==> src/rtl/attack_pkg.sv <==
// Shared types and default constants for the two-player attack/hit engine.
package attack_pkg;

  localparam int unsigned CNT_W = 8;
  localparam int unsigned KEY_W = 8;
  localparam int unsigned POS_W = 32;

  localparam int unsigned DEF_STARTUP_FR  = 2;
  localparam int unsigned DEF_ACTIVE_FR   = 3;
  localparam int unsigned DEF_RECOVERY_FR = 4;
  localparam int unsigned DEF_HITSTUN_FR  = 6;
  localparam int          DEF_REACH       = 135;
  localparam int          DEF_KNOCKBACK   = 4;

  typedef enum logic [2:0] {
    IDLE,
    STARTUP,
    ACTIVE,
    RECOVERY,
    HITSTUN
  } atk_state_t;

  // Down-counter load value for a phase lasting fr frames.
  function automatic logic [CNT_W-1:0] frames_to_cnt(input int unsigned fr);
    return CNT_W'(fr - 1);
  endfunction

endpackage

==> src/rtl/attack_fsm.sv <==
// Per-player attack FSM: key-edge detect, phase counter, landed flag and
// knockback direction latch. Instantiated once per player.
module attack_fsm
  import attack_pkg::*;
#(
  parameter int unsigned NUM_KEYS    = 4,
  parameter logic [7:0]  KEY         = 8'h06,
  parameter int unsigned STARTUP_FR  = DEF_STARTUP_FR,
  parameter int unsigned ACTIVE_FR   = DEF_ACTIVE_FR,
  parameter int unsigned RECOVERY_FR = DEF_RECOVERY_FR,
  parameter int unsigned HITSTUN_FR  = DEF_HITSTUN_FR,
  parameter int          KNOCKBACK   = DEF_KNOCKBACK
) (
  input  logic                      clk,
  input  logic                      rst_n,
  input  logic [NUM_KEYS*KEY_W-1:0] keycodes,
  input  logic                      hit_in,
  input  logic                      hit_dir_pos,
  input  logic                      land_in,
  input  logic                      at_min,
  input  logic                      at_max,
  output logic                      can_hit_c,
  output logic                      stun_end_c,
  output logic                      attacking,
  output logic                      active,
  output logic                      hit,
  output logic                      stun,
  output logic signed [POS_W-1:0]   kb
);

  atk_state_t              state_q, state_d;
  logic [CNT_W-1:0]        cnt_q, cnt_d;
  logic                    key_prev_q, key_prev_d;
  logic                    landed_q, landed_d;
  logic                    dir_q, dir_d;
  logic                    attacking_q, attacking_d;
  logic                    active_q, active_d;
  logic                    hit_q, hit_d;
  logic                    stun_q, stun_d;
  logic signed [POS_W-1:0] kb_q, kb_d;
  logic                    press_c;

  always_comb begin
    press_c = 1'b0;
    for (int i = 0; i < int'(NUM_KEYS); i++) begin
      if (keycodes[i*KEY_W +: KEY_W] == KEY) press_c = 1'b1;
    end
  end

  assign can_hit_c  = (state_q == ACTIVE) && !landed_q;
  assign stun_end_c = (state_q == HITSTUN) && (cnt_q == '0) && !hit_in;

  always_comb begin
    state_d    = state_q;
    cnt_d      = cnt_q;
    landed_d   = landed_q | land_in;
    dir_d      = dir_q;
    key_prev_d = press_c;

    case (state_q)
      IDLE: begin
        if (press_c && !key_prev_q) begin
          state_d = STARTUP;
          cnt_d   = frames_to_cnt(STARTUP_FR);
        end
      end
      STARTUP: begin
        if (cnt_q == '0) begin
          state_d  = ACTIVE;
          cnt_d    = frames_to_cnt(ACTIVE_FR);
          landed_d = 1'b0;
        end else begin
          cnt_d = cnt_q - CNT_W'(1);
        end
      end
      ACTIVE: begin
        if (cnt_q == '0) begin
          state_d = RECOVERY;
          cnt_d   = frames_to_cnt(RECOVERY_FR);
        end else begin
          cnt_d = cnt_q - CNT_W'(1);
        end
      end
      RECOVERY, HITSTUN: begin
        if (cnt_q == '0) state_d = IDLE;
        else             cnt_d   = cnt_q - CNT_W'(1);
      end
      default: state_d = IDLE;
    endcase

    // Being hit overrides everything, including an attack in progress.
    if (hit_in) begin
      state_d = HITSTUN;
      cnt_d   = frames_to_cnt(HITSTUN_FR);
      dir_d   = hit_dir_pos;
    end

    attacking_d = (state_d == STARTUP) || (state_d == ACTIVE) || (state_d == RECOVERY);
    active_d    = (state_d == ACTIVE);
    stun_d      = (state_d == HITSTUN);
    hit_d       = hit_in;
    kb_d        = '0;
    if (stun_d && !(dir_d ? at_max : at_min)) begin
      kb_d = dir_d ? KNOCKBACK : -KNOCKBACK;
    end
  end

  always_ff @(posedge clk or negedge rst_n) begin
    if (!rst_n) begin
      state_q     <= IDLE;
      cnt_q       <= '0;
      key_prev_q  <= 1'b0;
      landed_q    <= 1'b0;
      dir_q       <= 1'b0;
      attacking_q <= 1'b0;
      active_q    <= 1'b0;
      hit_q       <= 1'b0;
      stun_q      <= 1'b0;
      kb_q        <= '0;
    end else begin
      state_q     <= state_d;
      cnt_q       <= cnt_d;
      key_prev_q  <= key_prev_d;
      landed_q    <= landed_d;
      dir_q       <= dir_d;
      attacking_q <= attacking_d;
      active_q    <= active_d;
      hit_q       <= hit_d;
      stun_q      <= stun_d;
      kb_q        <= kb_d;
    end
  end

  assign attacking = attacking_q;
  assign active    = active_q;
  assign hit       = hit_q;
  assign stun      = stun_q;
  assign kb        = kb_q;

endmodule

==> src/rtl/attack_engine.sv <==
// Two-player attack/hit resolution: cross-player hit comparators and wall
// clamp around two attack_fsm instances. COMBO_COUNT_EN adds combo counters.
module attack_engine
  import attack_pkg::*;
#(
  parameter int unsigned NUM_KEYS    = 4,
  parameter logic [7:0]  KEY_P1      = 8'h06,
  parameter logic [7:0]  KEY_P2      = 8'h11,
  parameter int unsigned STARTUP_FR  = DEF_STARTUP_FR,
  parameter int unsigned ACTIVE_FR   = DEF_ACTIVE_FR,
  parameter int unsigned RECOVERY_FR = DEF_RECOVERY_FR,
  parameter int unsigned HITSTUN_FR  = DEF_HITSTUN_FR,
  parameter int          REACH       = DEF_REACH,
  parameter int          FIST_OFS_P1 = 30,
  parameter int          FIST_OFS_P2 = 60,
  parameter int          KNOCKBACK   = DEF_KNOCKBACK,
  parameter int          X_MIN       = 0,
  parameter int          X_MAX       = 560
) (
  input  logic                      frame_clk,
  input  logic                      Reset,
  input  logic [NUM_KEYS*KEY_W-1:0] keycodes,
  input  logic                      crouch_p1,
  input  logic                      crouch_p2,
  input  logic signed [POS_W-1:0]   p1_x,
  input  logic signed [POS_W-1:0]   p1_y,
  input  logic signed [POS_W-1:0]   p2_x,
  input  logic signed [POS_W-1:0]   p2_y,
  output logic                      attacking_p1,
  output logic                      attacking_p2,
  output logic                      active_p1,
  output logic                      active_p2,
  output logic                      hit_p1,
  output logic                      hit_p2,
  output logic                      stun_p1,
  output logic                      stun_p2,
  output logic signed [POS_W-1:0]   kb_p1,
  output logic signed [POS_W-1:0]   kb_p2
`ifdef COMBO_COUNT_EN
  ,
  output logic [7:0]                combo_p1,
  output logic [7:0]                combo_p2
`endif
);

  logic signed [POS_W-1:0] dx_c, dist_c;
  logic near_c;
  logic p1_can_hit_c, p2_can_hit_c;
  logic p1_hits_p2_c, p2_hits_p1_c;
  logic p1_stun_end_c, p2_stun_end_c;
  logic p1_at_min_c, p1_at_max_c, p2_at_min_c, p2_at_max_c;

  // Hit comparators run on registered FSM state and current positions.
  always_comb begin
    dx_c         = p1_x - p2_x;
    dist_c       = (dx_c < 0) ? -dx_c : dx_c;
    near_c       = dist_c < REACH;
    p1_hits_p2_c = p1_can_hit_c && near_c && (p1_y + FIST_OFS_P1 > p2_y) && !crouch_p2;
    p2_hits_p1_c = p2_can_hit_c && near_c && (p2_y + FIST_OFS_P2 > p1_y) && !crouch_p1;
    p1_at_min_c  = p1_x <= X_MIN;
    p1_at_max_c  = p1_x >= X_MAX;
    p2_at_min_c  = p2_x <= X_MIN;
    p2_at_max_c  = p2_x >= X_MAX;
  end

  attack_fsm #(
    .NUM_KEYS(NUM_KEYS), .KEY(KEY_P1),
    .STARTUP_FR(STARTUP_FR), .ACTIVE_FR(ACTIVE_FR),
    .RECOVERY_FR(RECOVERY_FR), .HITSTUN_FR(HITSTUN_FR),
    .KNOCKBACK(KNOCKBACK)
  ) u_fsm_p1 (
    .clk(frame_clk), .rst_n(Reset), .keycodes(keycodes),
    .hit_in(p2_hits_p1_c), .hit_dir_pos(p1_x >= p2_x), .land_in(p1_hits_p2_c),
    .at_min(p1_at_min_c), .at_max(p1_at_max_c),
    .can_hit_c(p1_can_hit_c), .stun_end_c(p1_stun_end_c),
    .attacking(attacking_p1), .active(active_p1), .hit(hit_p1),
    .stun(stun_p1), .kb(kb_p1)
  );

  attack_fsm #(
    .NUM_KEYS(NUM_KEYS), .KEY(KEY_P2),
    .STARTUP_FR(STARTUP_FR), .ACTIVE_FR(ACTIVE_FR),
    .RECOVERY_FR(RECOVERY_FR), .HITSTUN_FR(HITSTUN_FR),
    .KNOCKBACK(KNOCKBACK)
  ) u_fsm_p2 (
    .clk(frame_clk), .rst_n(Reset), .keycodes(keycodes),
    .hit_in(p1_hits_p2_c), .hit_dir_pos(p2_x >= p1_x), .land_in(p2_hits_p1_c),
    .at_min(p2_at_min_c), .at_max(p2_at_max_c),
    .can_hit_c(p2_can_hit_c), .stun_end_c(p2_stun_end_c),
    .attacking(attacking_p2), .active(active_p2), .hit(hit_p2),
    .stun(stun_p2), .kb(kb_p2)
  );

`ifdef COMBO_COUNT_EN
  logic [7:0] combo_p1_q, combo_p1_d, combo_p2_q, combo_p2_d;

  // Hits on an already-stunned defender extend the chain; stun expiry resets it.
  always_comb begin
    combo_p1_d = combo_p1_q;
    combo_p2_d = combo_p2_q;
    if (p1_hits_p2_c) begin
      combo_p1_d = !stun_p2 ? 8'd1 : (combo_p1_q == 8'hFF) ? 8'hFF : combo_p1_q + 8'd1;
    end else if (p2_stun_end_c) begin
      combo_p1_d = '0;
    end
    if (p2_hits_p1_c) begin
      combo_p2_d = !stun_p1 ? 8'd1 : (combo_p2_q == 8'hFF) ? 8'hFF : combo_p2_q + 8'd1;
    end else if (p1_stun_end_c) begin
      combo_p2_d = '0;
    end
  end

  always_ff @(posedge frame_clk or negedge Reset) begin
    if (!Reset) begin
      combo_p1_q <= '0;
      combo_p2_q <= '0;
    end else begin
      combo_p1_q <= combo_p1_d;
      combo_p2_q <= combo_p2_d;
    end
  end

  assign combo_p1 = combo_p1_q;
  assign combo_p2 = combo_p2_q;
`else
  logic unused_stun_end;
  assign unused_stun_end = p1_stun_end_c ^ p2_stun_end_c;
`endif

endmodule

==> config.mk <==
export PLATFORM = sky130hd
export DESIGN_NAME = attack_engine
export DESIGN_NICKNAME = d
export VERILOG_FILES = /design/src/rtl/attack_pkg.sv /design/src/rtl/attack_fsm.sv /design/src/rtl/attack_engine.sv
export SDC_FILE = /design/constraint.sdc
export NUM_CORES = 1
export LEC_CHECK = 0
export ABC_AREA = 1
export CAP_MARGIN = 10
export CORE_MARGIN = 2
export CORE_UTILIZATION = 47
export DETAILED_ROUTE_END_ITERATION = 10
export HOLD_SLACK_MARGIN = 0.15
export PLACE_DENSITY = 0.9
export SLEW_MARGIN = 30
export SYNTH_ARGS = -nofsm -noshare
export SYNTH_HDL_FRONTEND = slang
export SYNTH_SLANG_ARGS = --single-unit
==> constraint.sdc <==
create_clock -name frame_clk -period 2.7 [get_ports frame_clk]
set_clock_uncertainty 0.2 [all_clocks]
set_input_delay 0.54 -clock frame_clk [delete_from_list [all_inputs] [get_ports frame_clk]]
set_output_delay 0.54 -clock frame_clk [all_outputs]
set_load 0.03 [all_outputs]
==> results.yml, run 1 <==
clocking:
  htreeDepth: 2
  ctsLongestPathBuffers: 2
  root_buffer: "clkbuf_16"
  cts_buffers: 5
  clock_sinks: 40
grt:
  grt_first_pass_wirelength_mm: 116
  grt_overflow: 67
  grt_max_degree: 41
  gr-usage-all-layers_pct: 72.2
  grt_pass1_vias: 18500
floorplanning:
  initial_core_util_pct: 47.8
  rows: 52
  die_y_um: 147
  fp.dieW_um: 147
  io_pins: 236
place:
  portBuffers: 231
  globalplace.congestion: 1.00
  dp.final_hpwl_mm: 31.3
logic_synthesis:
  yosys_warnings: 0
  postSynthAreaPerCell_um2: 5.70
  synth-seq-cells: 40
  synth_edf_count: 0
  syn_area_um2: 9630
  synth_cell_types: 57
  synth_top_flop_cell: "dfrtp_1"
  synth_cells: 1690
  async_flop_share_pct: 100
  synth.yosys.seq_area_share_pct: 10.4
status:
  outcome: "did not finish"
  error: "[ERROR GRT-0116] Global routing finished with congestion. Check the congestion regions in the DRC Viewer."
  lastStage: "5_1_grt"
cell usage after synthesis, types with 4 or more instances:
cell type | instances | area, µm²
nand2_1 | 492 | 1850
inv_1 | 326 | 1220
nor2_1 | 149 | 559
nand3_1 | 116 | 581
ha_1 | 101 | 1260
buf_4 | 64 | 480
a21oi_1 | 61 | 305
xor2_1 | 58 | 508
dfrtp_1 | 40 | 1000
nand4_1 | 35 | 219
nor3_1 | 30 | 150
o21ai_0 | 29 | 145
nor4_1 | 28 | 175
nand2_2 | 21 | 131
inv_2 | 17 | 63.8
nor2_2 | 14 | 87.6
o211ai_1 | 9 | 67.6
nand3b_1 | 8 | 60.1
nor3_2 | 7 | 70.1
a211oi_1 | 6 | 45.0
a31oi_1 | 5 | 31.3
xnor2_1 | 5 | 43.8
nand3_2 | 4 | 40.0
o21bai_1 | 4 | 30.0
o22ai_1 | 4 | 25.0
or2_2 | 4 | 25.0
or4_1 | 4 | 30.0
stage by stage:
stage               setup TNS, ps  cells  cell area (µm²)  setup slack, ps
CTS                        -80030   2568            15600            -2260
floorplan                  -68990   1693             9800            -2020
global placement           -97820   2469            14500            -2670
detailed placement        -113070   2469            14500            -3180
kinds of logic after synthesis:
group / synth area share (%)
AND/OR/NAND/NOR: 43.2
buffers and inverters: 18.8
AO/OA/AOI/OAI: 8.49
adder cells (fa/ha/maj): 13.3
XOR/XNOR: 5.73
flip-flops: 10.4
other: 0.0389
timing repair:
action / in CTS
setup buffers: 91
hold buffers: 0
pin swaps: 47
endpoints found under the setup margin: 38
resized for setup: 109
layer usage:
layer | track usage (%) | GRT overflow
met1 | 68.7 | 6
met2 | 88.2 | 35
met3 | 63.2 | 4
met4 | 69.4 | 22
met5 | 37.7 | 0
==> inputs of run 2 (changes only) <==
--- a/config.mk
+++ b/config.mk
@@ -8,10 +8,9 @@
 export ABC_AREA = 1
 export CAP_MARGIN = 10
 export CORE_MARGIN = 2
-export CORE_UTILIZATION = 47
+export CORE_UTILIZATION = 40
 export DETAILED_ROUTE_END_ITERATION = 10
-export HOLD_SLACK_MARGIN = 0.15
-export PLACE_DENSITY = 0.9
+export PLACE_DENSITY_LB_ADDON = 0.15
 export SLEW_MARGIN = 30
 export SYNTH_ARGS = -nofsm -noshare
 export SYNTH_HDL_FRONTEND = slang
==> constraint.sdc (replaced) <==
create_clock -name frame_clk -period 3.51 [get_ports frame_clk]
set_clock_uncertainty 0.2 [all_clocks]
set_input_delay 0.702 -clock frame_clk [delete_from_list [all_inputs] [get_ports frame_clk]]
set_output_delay 0.702 -clock frame_clk [all_outputs]
set_load 0.03 [all_outputs]
==> results.yml, run 2 <==
timing:
  setup_tns_ps: -53200
  fin_ws_ps: -1600
  fmax_mhz: 196
  worstMarginPinSlew_ps: 771
  slew_headroom_pct: 48.6
  setup_viol: 38
  maxSlewViolCount: 0
  final_hold_viol_count: 0
  fin_crit_ps: 5110
  rsz0062_at_grt: "yes"
  fin_crit_sh_pct: 146
flow_run:
  maxCapViolations: 0
place:
  place_worst_setup_slack_ps: -2350
  placed_area_um2: 14600
  globalplace.congestion: 0.941
  placed_cells: 2516
  dp.final_hpwl_mm: 28.8
  portBuffers: 231
worst_setup_path:
  cpMaxStageDelayCell: "nor4_4"
  crit_arrival_ps: 5070
  cp.depth: 33
  worstReg2RegEnd: "u_fsm_p2.cnt_q[4]"
  r2r_slack_ps: 530
  r2r-start: "u_fsm_p2.cnt_q[0]"
  crit_buf_inv: 6
  end_kind: "register"
  slowest_delay_ps: 360
  cp_max_fo: 6
  worstRegToRegCells: 16
  startpoint: "p2_y[3]"
  critPathLaunchType: "input port"
  critical_path_class: "in -> reg"
  required_ps: 3460
  cpLargestDelayFamily: "simple AND/OR/NAND/NOR gates"
floorplanning:
  rows: 56
  core_um2: 23500
  io_pins: 236
  die_y_um: 159
  dieArea_um2: 25300
  initial_core_util_pct: 40.9
  fp.dieW_um: 159
route:
  drc: 0
  ant_nets: 0
  wl_per_cell_um: 13.6
  vias: 12500
  wl_mm: 35.1
  via_per_inst: 4.84
  dr.pass1.iters: 8
  drt_iter0_drc: 578
logic_synthesis:
  yosysTopAreaCell: "nand2_1"
  synth_top_flop_cell: "dfrtp_1"
  synth_fa_ha_area_share_pct: 13.3
  postSynthAreaPerCell_um2: 5.70
  synth.most_common_cell: "nand2_1"
  synth.yosys.seq_area_share_pct: 10.4
  synthSimpleGateAreaFrac_pct: 43.2
  synth_cells: 1690
  synth_top_family_by_area: "simple AND/OR/NAND/NOR gates"
  synth_edf_count: 0
  synth_cell_types: 57
  synth-compound-area-share_pct: 8.49
  syn_area_um2: 9630
  yosys_warnings: 0
  synth.mux.area_fraction_pct: 0
  synth_common_cells: "nand2_1 (492), inv_1 (326), nor2_1 (149), nand3_1 (116), ha_1 (101)"
  synth_top_area_share_pct: 19.2
  synth-seq-cells: 40
  yosys.area_share.xor_xnor_pct: 5.73
  async_flop_share_pct: 100
  synth.area.top_cells: "nand2_1 (19%), ha_1 (13%), inv_1 (13%)"
pwr:
  power.leakage_nw: 8.55
  power_density_nw_per_um2: 241
  irDropWorstVdd_mv: 0.213
clocking:
  clock_sinks: 40
  clk_pin_slew_ps: 60
  insertion_delay_ps: 280
  cts_buffers: 5
  tritoncts: "done"
  root_buffer: "clkbuf_16"
  ctsLongestPathBuffers: 2
  htreeDepth: 2
grt:
  grt_use_met3_pct: 1.80
  antenna_found_initial: 2
  use_met1_pct: 30.1
  grt_overflow: 0
  busiest_layer: "met2"
  gr-usage-all-layers_pct: 26.0
  grt_use_met2_pct: 51.0
  grt_max_degree: 41
  grt_first_pass_wirelength_mm: 55.6
  grt_pass1_vias: 12300
layout:
  layout_commonest_cell: "nand2_1"
  post-route-cell-area_um2: 15600
  top_regs: "u_fsm_p1.cnt_q: 8 flops, u_fsm_p2.cnt_q: 8 flops"
  final_nets: 2533
  area_growth_pct: 62.2
  drive_above_1_share_pct: 26.0
  final_cell_mix: "nand2_1 (472), buf_4 (398), inv_1 (313)"
  final_cells: 2588
status:
  failed_checks: "negative setup slack"
  outcome: "finished with violations"
hold_path:
  hold_path.class: "in -> async"
[run 2: cell counts after synthesis]
No cell type changed its count.
[run 2: how the worst max path moves through the flow]
stage,slack [ps],endpoint
after global routing,-1870,u_fsm_p2.landed_q
after global placement,-2200,u_fsm_p2.active
after detailed placement,-2350,u_fsm_p2.active
after floorplan,-1380,u_fsm_p2.kb[30]
final,-1600,u_fsm_p2.landed_q
after CTS,-1550,u_fsm_p2.kb[30]
[run 2: timing repair]
action	CTS	global route
hold buffers	0	0
resized for setup	98	60
endpoints found under the setup margin	38	38
buffers inserted	56	9
pin swaps	43	39
gates cloned	1	0
[run 2: where the power goes]
part / internal, mW / switching, mW / leakage (nW)
Clock: 0.298 / 0.177 / 0.0760
Sequential: 0.552 / 0.0772 / 0.541
Combinational: 1.22 / 1.43 / 7.94
[run 2: cell type report]
cell class	count	area, µm²
tap	319	399
multi-input combinational	1239	7310
antenna	2	5.00
sequential	40	1000
timing repair buffer	634	5400
fill	2084	7920
inverter	347	1360
clock buffer	7	153
[run 2: cell families after synthesis]
| kind of cell | Yosys count |
|---|---|
| AO/OA/AOI/OAI | 138 |
| XOR/XNOR | 63 |
| adder cells (fa/ha/maj) | 102 |
| buffers and inverters | 414 |
| flip-flops | 40 |
| other | 1 |
| AND/OR/NAND/NOR | 932 |
[run 2: worst reg2reg max path, stage by stage (launching register included)]
cell and delay (ps):
dfrtp_1 420, inv_1 110, ha_1 220, nand2_1 70, nor2_1 130, nand2_1 100
nor3_1 590, a31oi_1 160, inv_1 110, o21ai_0 80, nand2_1 130, inv_1 50
o21ai_0 110, buf_4 200, o22ai_1 60, inv_1 90, nor2_4 40
[run 2: per-stage QoR]
step	total power, mW	util [%]	hold WS [ps]
final	3.76	66.4	193
after global routing	4.09	66.4	226
after CTS	3.67	65.1	310
after detailed placement	3.14	61.9	297
after global placement	3.08	61.9	286
after floorplan	2.06	-	206
[run 2: routing by layer]
layer	vias to the layer above	wire length [µm]
met3	93	1370
met1	5686	14200
met4	0	1310
met2	317	18200
met5	-	0
li1	6439	-
(Power assumes the default switching activity.)
==> inputs of run 3 (changes only) <==
--- a/config.mk
+++ b/config.mk
@@ -7,7 +7,6 @@
 export LEC_CHECK = 0
 export ABC_AREA = 1
 export CAP_MARGIN = 10
-export CORE_MARGIN = 2
 export CORE_UTILIZATION = 40
 export DETAILED_ROUTE_END_ITERATION = 10
 export PLACE_DENSITY_LB_ADDON = 0.15
==> results.yml, run 3 (synthesis results as in run 2) <==
pwr:
  p_seq_share_pct: 17.0
  p_sw_mw: 1.66
  p_clk_share_pct: 12.1
  swShare_pct: 44.7
  power_density_nw_per_um2: 239
  p_int_mw: 2.05
  irDropWorstVdd_mv: 0.268
  power.leakage_nw: 8.49
  p_comb_share_pct: 70.9
layout:
  multiInputGateArea_um2: 7330
  area_growth_pct: 61.2
  layout_commonest_cell: "nand2_1"
  top_regs: "u_fsm_p1.cnt_q: 8 flops, u_fsm_p2.cnt_q: 8 flops"
  fillers: 2178
  seq_area_um2: 1000
  final_cell_mix: "nand2_1 (475), buf_4 (383), inv_1 (312)"
  final_nets: 2519
  drive_above_1_share_pct: 25.6
  final_cells: 2579
worst_setup_path:
  critPathLaunchType: "input port"
  end_kind: "register"
  critical_path_class: "in -> reg"
  required_ps: 3450
  crit_arrival_ps: 4840
  cp_max_fo: 5
  worstRegToRegCells: 14
timing:
  slew_headroom_pct: 48.1
  rsz0062_at_grt: "yes"
  fmax_mhz: 204
  fin_crit_sh_pct: 140
  hold_slack_ps: 182
  fin_crit_ps: 4900
  final_hold_viol_count: 0
  maxSlewViolCount: 0
  fin_ws_ps: -1390
  setup_viol: 38
  worstMarginPinSlew_ps: 778
place:
  place_worst_setup_slack_ps: -2370
  placed_cells: 2522
  globalplace.congestion: 0.962
  portBuffers: 231
  dp.final_hpwl_mm: 28.5
clocking:
  hold_buffers: 0
  clk_pin_slew_ps: 50
  cts_buffers: 5
  clock_sinks: 40
  insertion_delay_ps: 280
  ctsLongestPathBuffers: 2
  tritoncts: "done"
  root_buffer: "clkbuf_16"
  htreeDepth: 2
floorplanning:
  fp.dieW_um: 157
  core_um2: 23500
  dieArea_um2: 24700
  die_y_um: 157
  initial_core_util_pct: 40.9
  rows: 56
  io_pins: 236
route:
  vias: 12300
  wl_mm: 34.0
  dr.pass1.iters: 5
  drt_iter0_drc: 557
  wl_per_cell_um: 13.2
  drc: 0
  via_per_inst: 4.78
  ant_nets: 0
status:
  failed_checks: "negative setup slack"
  outcome: "finished with violations"
grt:
  antenna_found_initial: 6
  grt_pass1_vias: 11800
  grt_use_met3_pct: 1.95
  use_met1_pct: 29.1
  gr-usage-all-layers_pct: 26.5
  grt_first_pass_wirelength_mm: 52.8
  grt_max_degree: 41
  busiest_layer: "met2"
  grt_overflow: 0
  grt_use_met2_pct: 52.1
flow_run:
  maxCapViolations: 0
hold_path:
  hold_path.class: "in -> async"
run 3: cell count changes in the layout (fill, tap and decap cells not counted), sizes merged:
cell / before / now
clkbuf: 7 / 9
clkdlybuf4s15: 3 / 1
clkinv: 4 / 3
diode: 2 / 6
inv: 343 / 344
buf: 411 / 399
clkdlybuf4s50: 213 / 212
run 3: through the flow:
stage          area, µm²  setup TNS, ps  util [%]  total power, mW
2_1_floorplan       9800         -44370         -             2.06
3_3_place_gp       14600         -77000      62.1             3.10
3_5_place_dp       14600         -83680      62.1             3.15
4_1_cts            15100         -55450      64.3             3.64
5_1_grt            15500         -61380      65.9             4.05
6_report           15500         -48630      65.9             3.71
run 3: power groups by stage:
stage / Combinational, mW / Clock, mW / Sequential, mW
global placement: 2.47 / 0 / 0.627
detailed placement: 2.52 / 0 / 0.631
global route: 2.94 / 0.475 / 0.640
floorplan: 1.41 / 0 / 0.645
CTS: 2.56 / 0.456 / 0.626
finish: 2.63 / 0.449 / 0.630
run 3: path summary, 6_finish.rpt:
path	from	slack (ps)	endpoint
max	p2_y[11]	-1390	u_fsm_p1.cnt_q[2]
min	Reset	180	u_fsm_p2.stun
max reg2reg	u_fsm_p2.cnt_q[0]	510	u_fsm_p2.cnt_q[6]
min reg2reg	u_fsm_p2.cnt_q[1]	350	u_fsm_p2.cnt_q[1]
max in group asynchronous	Reset	2570	u_fsm_p1.state_q[0]
min in group frame_clk	u_fsm_p2.cnt_q[1]	350	u_fsm_p2.cnt_q[1]
run 3: repair_timing:
action | CTS | global route
setup buffers | 29 | 15
gates cloned | 1 | 0
pin swaps | 51 | 59
gates resized for setup | 90 | 73
setup endpoints to repair | 38 | 38
run 3: layout make-up:
type / instances / share of cell area, %
Multi-Input combinational cell: 1239 / 47.2
Inverter: 347 / 8.68
Antenna cell: 6 / 0.0967
Tap cell: 319 / 2.57
Sequential cell: 40 / 6.45
Clock buffer: 8 / 0.943
Timing Repair Buffer: 620 / 34.0
run 3: layer usage:
| metal | vias up | share of wire (%) |
|---|---|---|
| met4 | 0 | 3.9 |
| met5 | - | 0 |
| met3 | 75 | 3.5 |
| li1 | 6419 | - |
| met1 | 5571 | 41 |
| met2 | 264 | 52 |
run 3: critical path, cell delays in order:
cell and delay, ps:
clkdlybuf4s50_1 520, inv_2 70, nor3_4 210, nand3_2 130
nor3_4 160, nand2_2 120, nor3_4 230, nand3_2 130
nor3_4 220, nand3_2 120, nor3_2 160, xor2_1 180
inv_1 90, ha_4 280, nand2_4 50, nor2_4 110
nand4_1 120, nor4_2 220, o21ai_1 150, a21o_1 200
nand4_1 140, a31oi_4 60, nand2_4 120, buf_12 140
buf_4 110, o311ai_2 80
